<file path="src/rtl/ld_pkg.sv">
// Shared load-type encodings, FSM states and the alignment predicate
// for load_align_unit.
package ld_pkg;

   localparam logic [2:0] LT_LW  = 3'b000;
   localparam logic [2:0] LT_LH  = 3'b001;
   localparam logic [2:0] LT_LHU = 3'b010;
   localparam logic [2:0] LT_LB  = 3'b011;
   localparam logic [2:0] LT_LBU = 3'b100;

   typedef enum logic [1:0] {
      S_IDLE = 2'b00,
      S_READ = 2'b01,
      S_DONE = 2'b10
   } state_t;

   // Codes 101-111 behave as lw, so they need word alignment too.
   function automatic logic misaligned(input logic [2:0] lt,
                                       input logic [1:0] a);
      case (lt)
         LT_LH, LT_LHU: misaligned = a[0];
         LT_LB, LT_LBU: misaligned = 1'b0;
         default:       misaligned = (a != 2'b00);
      endcase
   endfunction

endpackage

</file>
<file path="src/rtl/ld_ext.sv">
// Byte/halfword lane select with sign or zero extension.
// Purely combinational; lw passes the word through.
module ld_ext
   import ld_pkg::*;
(
   input  logic [31:0] word,
   input  logic [1:0]  addr,
   input  logic [2:0]  ltype,
   output logic [31:0] result
);

   logic [7:0]  b;
   logic [15:0] h;

   always_comb begin
      case (addr)
         2'b00:   b = word[7:0];
         2'b01:   b = word[15:8];
         2'b10:   b = word[23:16];
         default: b = word[31:24];
      endcase
      h = addr[1] ? word[31:16] : word[15:0];
      case (ltype)
         LT_LB:   result = {{24{b[7]}}, b};
         LT_LBU:  result = {24'h0, b};
         LT_LH:   result = {{16{h[15]}}, h};
         LT_LHU:  result = {16'h0, h};
         default: result = word;
      endcase
   end

endmodule

</file>
<file path="src/rtl/load_align_unit.sv">
// Single-outstanding load unit: bus read, wait timeout, lane align.
// Define LOAD_ALIGN_CHECK_EN to trap misaligned loads as adel.
module load_align_unit
   import ld_pkg::*;
#(
   parameter int WAIT_MAX = 15
)
(
   input  logic        clk,
   input  logic        rst,
   input  logic        req,
   input  logic [31:0] addr,
   input  logic [2:0]  ltype,
   output logic        bus_rd,
   output logic [31:0] bus_addr,
   input  logic [31:0] bus_rdata,
   input  logic        bus_ack,
   output logic [31:0] rdata,
   output logic        done,
   output logic        busy,
   output logic        timeout,
   output logic        adel
);

   localparam int CW = (WAIT_MAX < 2) ? 1 : $clog2(WAIT_MAX + 1);
   localparam logic [CW-1:0] WAIT_CNT = CW'(WAIT_MAX);

   state_t        state;
   state_t        state_n;
   logic [CW-1:0] cnt;
   logic [31:0]   addr_q;
   logic [2:0]    ltype_q;
   logic [31:0]   ext;
   logic          misal;
   logic          adel_q;
   logic          expire;

`ifdef LOAD_ALIGN_CHECK_EN
   assign misal = misaligned(ltype, addr[1:0]);
`else
   assign misal = 1'b0;
`endif

   ld_ext u_ext (
      .word   (bus_rdata),
      .addr   (addr_q[1:0]),
      .ltype  (ltype_q),
      .result (ext)
   );

   assign expire   = (cnt == WAIT_CNT);
   assign bus_rd   = (state == S_READ);
   assign done     = (state == S_DONE);
   assign busy     = (state != S_IDLE);
   assign bus_addr = {addr_q[31:2], 2'b00};
   assign adel     = adel_q;

   always_comb begin
      state_n = state;
      case (state)
         S_IDLE: begin
            if (req)
               state_n = misal ? S_DONE : S_READ;
         end
         S_READ: begin
            if (bus_ack || expire)
               state_n = S_DONE;
         end
         S_DONE:  state_n = S_IDLE;
         default: state_n = S_IDLE;
      endcase
   end

   always_ff @(posedge clk) begin
      if (rst) begin
         state   <= S_IDLE;
         cnt     <= '0;
         addr_q  <= '0;
         ltype_q <= LT_LW;
         rdata   <= '0;
         timeout <= 1'b0;
         adel_q  <= 1'b0;
      end else begin
         state <= state_n;
         case (state)
            S_IDLE: begin
               if (req) begin
                  addr_q  <= addr;
                  ltype_q <= ltype;
                  cnt     <= '0;
                  if (misal) begin
                     rdata   <= '0;
                     timeout <= 1'b0;
                     adel_q  <= 1'b1;
                  end
               end
            end
            S_READ: begin
               // A late ack still beats the timeout on the last cycle.
               if (bus_ack) begin
                  rdata   <= ext;
                  timeout <= 1'b0;
                  adel_q  <= 1'b0;
               end else if (expire) begin
                  rdata   <= '0;
                  timeout <= 1'b1;
                  adel_q  <= 1'b0;
               end else begin
                  cnt <= cnt + 1'b1;
               end
            end
            default: ;
         endcase
      end
   end

endmodule

</file>
<file path="config.mk">
export PLATFORM = sky130hd
export DESIGN_NAME = load_align_unit
export DESIGN_NICKNAME = d
export VERILOG_FILES = /design/src/rtl/ld_pkg.sv /design/src/rtl/ld_ext.sv /design/src/rtl/load_align_unit.sv
export SDC_FILE = /design/constraint.sdc
export NUM_CORES = 1
export LEC_CHECK = 0
export ABC_AREA = 1
export CAP_MARGIN = 20
export CORE_MARGIN = 1
export CORE_UTILIZATION = 45
export CTS_CLUSTER_DIAMETER = 120
export CTS_CLUSTER_SIZE = 25
export DETAILED_ROUTE_END_ITERATION = 6
export PLACE_DENSITY = 0.8
export SETUP_SLACK_MARGIN = 0.1
export SYNTH_ARGS = -nofsm -noshare
export SYNTH_HDL_FRONTEND = slang
export SYNTH_SLANG_ARGS = --single-unit
</file>
<file path="constraint.sdc">
create_clock -name clk -period 1.96 [get_ports clk]
set_input_delay 0.392 -clock clk [delete_from_list [all_inputs] [get_ports clk]]
set_output_delay 0.392 -clock clk [all_outputs]
set_load 0.03 [all_outputs]
</file>
==> results of run 1 <==
## synth_stat cells
| cell | instances | area share |
|---|---|---|
| nand2_4 | 2 | 0.0058 |
| buf_12 | 1 | 0.0052 |
| a21oi_1 | 64 | 0.083 |
| nand2_2 | 13 | 0.021 |
| nor2_4 | 1 | 0.0029 |
| buf_2 | 7 | 0.0090 |
| ha_1 | 1 | 0.0032 |
| nor2_1 | 77 | 0.074 |
| buf_6 | 1 | 0.0029 |
| nor3_1 | 3 | 0.0039 |
| conb_1 | 1 | 0.00097 |
| o21ai_1 | 2 | 0.0026 |
| nand2_1 | 121 | 0.12 |
| clkbuf_1 | 18 | 0.017 |
| nand3_1 | 32 | 0.041 |
| inv_2 | 5 | 0.0048 |
| dfxtp_1 | 74 | 0.38 |
| nor2_8 | 2 | 0.010 |
| nand3b_4 | 1 | 0.0052 |
| inv_1 | 41 | 0.040 |
| buf_4 | 35 | 0.068 |
| nor2_2 | 1 | 0.0016 |
| o21ai_0 | 47 | 0.061 |
| nand3_2 | 3 | 0.0077 |
| nand3_4 | 1 | 0.0045 |
| a21oi_2 | 10 | 0.023 |
| and2_1 | 1 | 0.0016 |
| o21a_1 | 1 | 0.0019 |
## worst paths after layout
| check | endpoint | slack (ns) | cells after the start |
|---|---|---|---|
| max reg2reg | rdata[30]$_SDFFE_PP0P_ | 0.22 | 9 |
| min reg2reg | rdata[22]$_SDFFE_PP0P_ | 0.47 | 2 |
| max | rdata[12] | 0.16 | 1 |
| min | rdata[22]$_SDFFE_PP0P_ | 0.47 | 2 |
## final cells by class
cell class	count	area (sq um)	area share
clock buffers	11	151	0.0286
clock inverters	4	27.5	0.00520
inverters	46	173	0.0326
multi-input cells	386	1840	0.347
flip-flops and latches	74	1480	0.280
well taps	105	131	0.0248
repair buffers	150	1490	0.282
## where the power goes
group | switching [W] | internal (W)
Sequential | 0.0000679 | 0.00161
Clock | 0.000570 | 0.000519
Combinational | 0.000702 | 0.000498
## cell usage in the layout, fill, tap and decap left out, types with 10 or more instances in the layout
| master | Yosys | layout |
|---|---|---|
| a21oi_1 | 64 | 64 |
| a21oi_2 | 10 | 10 |
| buf_4 | 35 | 11 |
| clkbuf_8 | 0 | 11 |
| clkdlybuf4s50_1 | 0 | 133 |
| dfxtp_1 | 74 | 74 |
| inv_1 | 41 | 41 |
| nand2_1 | 121 | 121 |
| nand2_2 | 13 | 13 |
| nand3_1 | 32 | 32 |
| nor2_1 | 77 | 77 |
| o21ai_0 | 47 | 47 |
## timing repair
| item | CTS | global route |
|---|---|---|
| gates cloned | 0 | 0 |
| hold buffers | 0 | 0 |
| buffers inserted | 0 | 4 |
| gates resized for setup | 3 | 1 |
| pin swaps | 0 | 1 |
| setup endpoints to repair | 3 | 14 |
## through the flow
step	hold WS [ns]	setup slack, ns	std cells	cell area (sq um)
2_1_floorplan	0.439	0.511	568	3890
3_3_place_gp	0.453	0.0993	757	5080
3_5_place_dp	0.458	0.0449	757	5080
4_1_cts	0.474	0.165	772	5260
5_1_grt	0.488	0.103	776	5290
6_report	0.473	0.161	776	5290
## per-layer routing
metal	part of all wire	vias to the layer above	routed length (um)
met3	0.069	21	727
li1	-	1971	-
met2	0.48	172	5080
met1	0.43	1756	4580
met4	0.021	0	220
met5	0	-	0
## cell families (layout without fill, tap and decap cells)
group	Yosys count	in the layout	synth area share
buf+inv	108	211	0.147
compound gates	124	124	0.170
simple gates	258	258	0.297
other cells	1	3	0.000966
fa+ha+maj	1	1	0.00322
flops	74	74	0.382
## sequential cells by signal (all words and copies together) (netlist names)
signal,count
addr_q,32
rdata,32
timeout,1
state,2
ltype_q,3
cnt,4
==> flow_summary.ini, run 1 <==
[floorplan]
core_sq_mm = 0.00830
die_w_um = 94.9
initial_utilization = 0.468
die_area_sq_mm = 0.00900
std_cell_rows = 33
dieHeight_um = 94.9
io_pins = 140

[global_route]
grt_max_degree = 42
met1_usage = 0.301
use_met2 = 0.407
grt_antenna_before_repair = 0
grt_pass1_wl_mm = 17.0
busiest_layer = met2
grt_remaining_overflow = 0
grt_pass1_vias = 3725
grtUsageMet3 = 0.0539
grt_use_total = 0.244

[critical_path]
crit_path_end_kind = output pin
cp_max_fo = 2
r2r_start = ltype_q[1]$_SDFFE_PP0P_
cp.required_ns = 1.57
crit_chain = clkdlybuf4s50_1
crit_path_start_kind = register
setup.worst_path.start = rdata[12]$_SDFFE_PP0P_
cp.arrival_ns = 1.41
slowest_stage = clkdlybuf4s50_1
crit_type = register to output pin
cp_top_family = buffers and inverters
max_stage_delay_ns = 0.69
path_buf_inv = 1

[clock_network]
htree_levels = 3
clock-sinks = 74
path_clk_slew_ns = 0.08
cts_buffers = 9
cts_tree = yes
cts.path.max_buffers = 2
clock_latency_ns = 0.35
cts_root_buf = clkbuf_8

[drt]
vias = 3920
postRouteAntennaNets = 0
avgRoutedWirePerCell_um = 13.7
first_pass_iters = 5
drc_errors = 0
routed_wl_mm = 10.6
viasPerCell = 5.05
drt_iter0_drc = 212

[timing]
final.setup.tns_ns = 0
fin_crit_sh = 0.918
fmax_ghz = 0.556
final-hold-violation-count = 0
clock_skew_ns = 0.00979
report.final.slew_viol_count = 0
setup_violations = 0
relSlewSlack = 0.435
rsz0062_at_grt = false
period_needed_ns = 1.80
tightest_slew_ns = 0.846

[job]
maxCapViolCount = 0

[place]
dp.final_hpwl_mm = 7.49
port_buffers = 136
gp_congestion = 0.886

[power_and_ir_drop]
finalPower_w = 0.00396
power_leakage_nw = 2.18
cellPowerDensity_mw_per_mm2 = 749
vdd_drop_max_v = 0.000361

[layout]
finish.utilization = 0.638
n_antenna_cell = 0
area_delta_synth_final_pct = 36.4
drive_gt1_frac = 0.101
nets = 739
fillers = 714

[hold_path]
worstHoldPathType = register to register
hp-start = rdata[22]$_SDFFE_PP0P_

[synthesis]
ys_ff_latch = 74
yosys_warnings = 0
yosysSeqAreaShare = 0.382
synth_area_sq_mm = 0.00388
synth_cell_types = 28
syn_inst = 566
synth_area_per_cell_sq_um = 6.86

[outcome]
status = complete, no violations
Power figures use the tool's default switching activity.
==> run 2, diff against run 1 <==
- ABC_AREA: 1 -> 0
- CORE_UTILIZATION: 45 -> 44
- CTS_BUF_LIST: not set -> sky130_fd_sc_hd__clkbuf_4 sky130_fd_sc_hd__clkbuf_8 sky130_fd_sc_hd__clkbuf_16
- SKIP_CTS_REPAIR_TIMING: not set -> 1
==> run 2 against run 1 <==
  * Sequential power about the same
  * Highest routed layer unchanged
  * Worst hold slack got worse by 0.024 ns
  * Largest power group unchanged
  * Fmax decreased by 1.4%
  * Critical endpoint is now rdata[8]$_SDFFE_PP0P_
  * Die area decreased by 4.1%
  * Clock power increased by 28%
  * Sequential share of layout area increased by 0.28 points
  * Utilization increased by 3.0 points
  * First-iteration DRC count decreased by 42%
  * Flip-flop and latch count unchanged
==> flow_summary.ini, run 2 <==
[synthesis]
synth-async-reset-ratio = 0
synth-edff-count = 0
ys_ff_latch = 74
synth_area_sq_mm = 0.00364
yosys_warnings = 0
yosys.area.top_type_share = 0.407
synth_area_per_cell_sq_um = 7.80
syn_inst = 466
yosysSeqAreaShare = 0.407
yosys.area.top_type = dfxtp_1
synth_top_cells_by_count = nand2_1 (118), dfxtp_1 (74), a21oi_1 (54)
ys.flop_type = dfxtp_1
synth_most_common_cell = nand2_1
synth_cell_types = 43
synthTopCellsByArea = dfxtp_1 (41%), nand2_1 (12%), a21oi_1 (7.4%)

[critical_path]
crit_path_start_kind = input port
crit_type = input port to register
cp.required_ns = 2.20
crit_path_end_kind = register
cp.arrival_ns = 2.06
cp_max_fo = 7

[timing]
period_needed_ns = 1.82
setup_violations = 0
final-hold-violation-count = 0
tightest_slew_ns = 0.677
finalWorstSetupSlack_ns = 0.136
fmax_ghz = 0.548
report.final.slew_viol_count = 0
relSlewSlack = 0.546
clock_skew_ns = 0.0121
rsz0062_at_grt = true
fin_crit_sh = 0.931

[layout]
n_antenna_cell = 0
finish.utilization = 0.668
area_delta_synth_final_pct = 44.3
final_cell_mix = clkdlybuf4s50_1 (133), nand2_1 (118), dfxtp_1 (73)
reg.largest.list = addr_q (32), rdata (32), cnt (4)
final_common_cell = clkdlybuf4s50_1
finalNonFillerCells = 680
drive_gt1_frac = 0.116
nets = 645

[floorplan]
dieHeight_um = 92.9
std_cell_rows = 32
die_w_um = 92.9
io_pins = 140
core_sq_mm = 0.00785
initial_utilization = 0.463
die_area_sq_mm = 0.00863

[global_route]
grt_pass1_wl_mm = 16.1
grt_remaining_overflow = 0
grt_antenna_before_repair = 0
grt_use_total = 0.235
grt_max_degree = 44
grt_pass1_vias = 3477

[drt]
routed.top_layer = met4
wl_met2_mm = 4.78
drt_iter0_drc = 123
postRouteAntennaNets = 0
viasPerCell = 5.27
vias = 3585
routed_wl_mm = 9.76
drc_errors = 0
wl_met3_um = 763
first_pass_iters = 4
wl_met1_mm = 4.02
avgRoutedWirePerCell_um = 14.4

[power_and_ir_drop]
cellPowerDensity_mw_per_mm2 = 754
finalPower_w = 0.00395
power_leakage_nw = 2.00
vdd_drop_max_v = 0.000519

[clock_network]
path_clk_slew_ns = 0.08
clock_latency_ns = 0.34
cts_root_buf = clkbuf_8
cts_tree = yes
cts.path.max_buffers = 2
cts_buffers = 9
htree_levels = 3
clock-sinks = 74

[job]
maxCapViolCount = 0

[place]
port_buffers = 136
gp_congestion = 0.890
dp.final_hpwl_mm = 7.15
dp.cells = 664
preCtsSetupSlack_ns = -0.258

[outcome]
status = complete, no violations

[hold_path]
worstHoldPathType = register to register
-- run 2: report_power, final --
part	leakage (nW)	internal, W	total (W)	switching, W
sequential	0.604	0.00159	0.00164	0.0000521
combinational	1.28	0.000432	0.000931	0.000499
clock	0.119	0.000820	0.00139	0.000567
total	2.00	0.00284	0.00395	0.00112
-- run 2: path summary, 6_finish.rpt --
kind                                        startpoint                      to  slack, ns  cells after the start
worst min-delay path            rdata[13]$_SDFFE_PP0P_  rdata[13]$_SDFFE_PP0P_       0.45                      2
worst max register to register  addr_q[1]$_SDFFE_PP0P_  rdata[17]$_SDFFE_PP0P_       0.21                      6
worst max-delay path                     bus_rdata[31]   rdata[8]$_SDFFE_PP0P_       0.14                      5
worst min register to register  rdata[13]$_SDFFE_PP0P_  rdata[13]$_SDFFE_PP0P_       0.45                      2
-- run 2: worst max-delay path, stage by stage --
cell,delay (ns)
clkdlybuf4s50_1,0.43
mux4_2,0.49
a311o_2,0.46
o221ai_1,0.21
nand2_1,0.08
-- run 2: per-stage QoR --
stage               setup TNS, ns  hold WS (ns)  area (sq um)
floorplan                       0         0.437          3640
global placement            -2.10         0.435          4990
detailed placement          -3.49         0.440          4990
CTS                        -0.116         0.452          5220
global route                    0         0.475          5250
finish                          0         0.449          5250
-- run 2: area by class of cell --
cell class / instances / area (sq um)
clock buffer: 12 / 165
clock inverter: 4 / 72.6
fill: 691 / 2600
inverter: 1 / 3.75
multi-input combinational: 326 / 1790
sequential: 74 / 1480
tap: 102 / 128
timing repair buffer: 161 / 1610
-- run 2: kinds of logic after synthesis --
kind of cell    Yosys count  share of synthesized area
buf+inv                  68                      0.108
simple gates            187                      0.221
mux                      18                     0.0561
compound gates          114                      0.196
other cells               1                    0.00103
fa+ha+maj                 1                    0.00344
xor+xnor                  3                    0.00723
flops                    74                      0.407
-- run 2: layer usage --
layer,track usage,vias up
met3,0.0542,19
met4,0.0910,0
met1,0.280,1652
met2,0.406,141
met5,0,-
li1,-,1773
==> run 3, diff against run 2 <==
- CORE_UTILIZATION: 44 -> 41
- PLACE_DENSITY: 0.8 -> 0.76
==> run 3 against run 2 <==
  * Routed wire length is 3.5% higher
  * Worst setup slack better by 0.038 ns
  * Clock skew is 0.0030 ns lower
  * Fmax is 2.1% higher
  * Register-to-register slack worse by 0.02 ns
  * Sequential power hardly changed
  * Via count is 0.64% higher
  * Critical path type unchanged
  * Critical path depth stayed put
  * Critical endpoint is now rdata[10]$_SDFFE_PP0P_
  * Largest cell class unchanged
==> flow_summary.ini, run 3 (synthesis results as in run 2) <==
[place]
port_buffers = 136
preCtsSetupSlack_ns = -0.236
gp_congestion = 0.904
dp.final_hpwl_mm = 7.24

[job]
maxCapViolCount = 0

[drt]
routed_wl_mm = 10.1
drc_errors = 0
viasPerCell = 5.24
avgRoutedWirePerCell_um = 14.7
first_pass_iters = 4
postRouteAntennaNets = 0
drt_iter0_drc = 121
vias = 3608

[critical_path]
path_depth = 5
crit_path_start_kind = input port
cp_top_family = compound AO/OA/AOI/OAI gates
slowest_stage = mux4_2
reg2regPathDepth = 6
cp.arrival_ns = 2.03
cp.required_ns = 2.21
path_buf_inv = 1
crit_chain = clkdlybuf4s50_1 > mux4_2 > a311o_2 > o221ai_1 > nand2_1
cp_max_fo = 7
crit_path_end_kind = register
max_stage_delay_ns = 0.48
crit_type = input port to register

[layout]
nets = 651
fillers = 757
n_antenna_cell = 0
final_cell_mix = clkdlybuf4s50_1 (133), nand2_1 (118), dfxtp_1 (73)
finish.utilization = 0.632
drive_gt1_frac = 0.123
reg.largest.list = addr_q (32), rdata (32), cnt (4)
area_delta_synth_final_pct = 45.8
final_common_cell = clkdlybuf4s50_1

[clock_network]
cts_buffers = 9
path_clk_slew_ns = 0.08
clock-sinks = 74
cts_root_buf = clkbuf_8
cts_tree = yes
htree_levels = 3
clock_latency_ns = 0.35
cts.path.max_buffers = 2

[floorplan]
std_cell_rows = 33
die_w_um = 96.2
core_sq_mm = 0.00838
die_area_sq_mm = 0.00925
initial_utilization = 0.434
io_pins = 140
dieHeight_um = 96.2

[power_and_ir_drop]
p_int_w = 0.00294
vdd_drop_max_v = 0.000461
power_leakage_nw = 2.04
p_comb_frac = 0.232
cellPowerDensity_mw_per_mm2 = 765
p_sw_w = 0.00112
seqPwrFrac = 0.404
switching_share = 0.276
clkPwrFrac = 0.364

[outcome]
status = complete, no violations

[global_route]
grt_pass1_vias = 3495
grt_use_total = 0.223
grt_pass1_wl_mm = 15.9
grt_max_degree = 44
grt_remaining_overflow = 0
grt_antenna_before_repair = 0

[timing]
rsz0062_at_grt = false
finalWorstSetupSlack_ns = 0.173
final.setup.tns_ns = 0
report.final.slew_viol_count = 0
setup_violations = 0
relSlewSlack = 0.669
final-hold-violation-count = 0
tightest_slew_ns = 0.495
period_needed_ns = 1.79
fin_crit_sh = 0.912
fmax_ghz = 0.560
clock_skew_ns = 0.00911

[hold_path]
hold_depth = 2
worstHoldPathType = register to register
==> run 3: through the flow <==
step	total power, W	instances	instance area (sq um)	hold slack [ns]
finish	0.00406	689	5300	0.443
global route	0.00421	689	5300	0.464
CTS	0.00407	685	5260	0.444
detailed placement	0.00260	669	5000	0.431
global placement	0.00258	669	5000	0.436
floorplan	0.00222	468	3640	0.437
==> run 3: worst reg2reg max path: stages (launching register included) <==
cell and delay, ns:
dfxtp_2 0.38, buf_12 0.12, buf_4 0.24, mux2_2 0.39, or2_2 0.29, a21oi_1 0.16
o31ai_1 0.09
==> run 3: power by group through the flow <==
stage	combinational, W	sequential [W]	clock (W)
floorplan	0.000495	0.00172	0
global placement	0.000915	0.00167	0
detailed placement	0.000927	0.00167	0
CTS	0.000933	0.00164	0.00150
global route	0.00101	0.00165	0.00155
finish	0.000940	0.00164	0.00148
==> run 3: worst paths after layout <==
path / startpoint / endpoint / slack [ns]
min: rdata[11]$_SDFFE_PP0P_ / rdata[11]$_SDFFE_PP0P_ / 0.44
max: bus_rdata[15] / rdata[10]$_SDFFE_PP0P_ / 0.17
min reg2reg: rdata[11]$_SDFFE_PP0P_ / rdata[11]$_SDFFE_PP0P_ / 0.44
max reg2reg: addr_q[1]$_SDFFE_PP0P_ / rdata[4]$_SDFFE_PP0P_ / 0.19
==> run 3: layout make-up <==
class | instances | area (sq um) | area share
clock inverters | 4 | 98.8 | 0.0186
well taps | 105 | 131 | 0.0248
clock buffers | 12 | 153 | 0.0288
multi-input cells | 326 | 1780 | 0.336
inverters | 1 | 3.75 | 0.000708
flip-flops and latches | 74 | 1480 | 0.280
repair buffers | 167 | 1650 | 0.312
==> run 3: routing by layer <==
metal | up-vias | global-route usage | routed length [um]
li1 | 1783 | - | -
met1 | 1652 | 0.255 | 4190
met2 | 152 | 0.384 | 4740
met3 | 21 | 0.0608 | 891
met4 | 0 | 0.103 | 272
met5 | - | 0 | 0
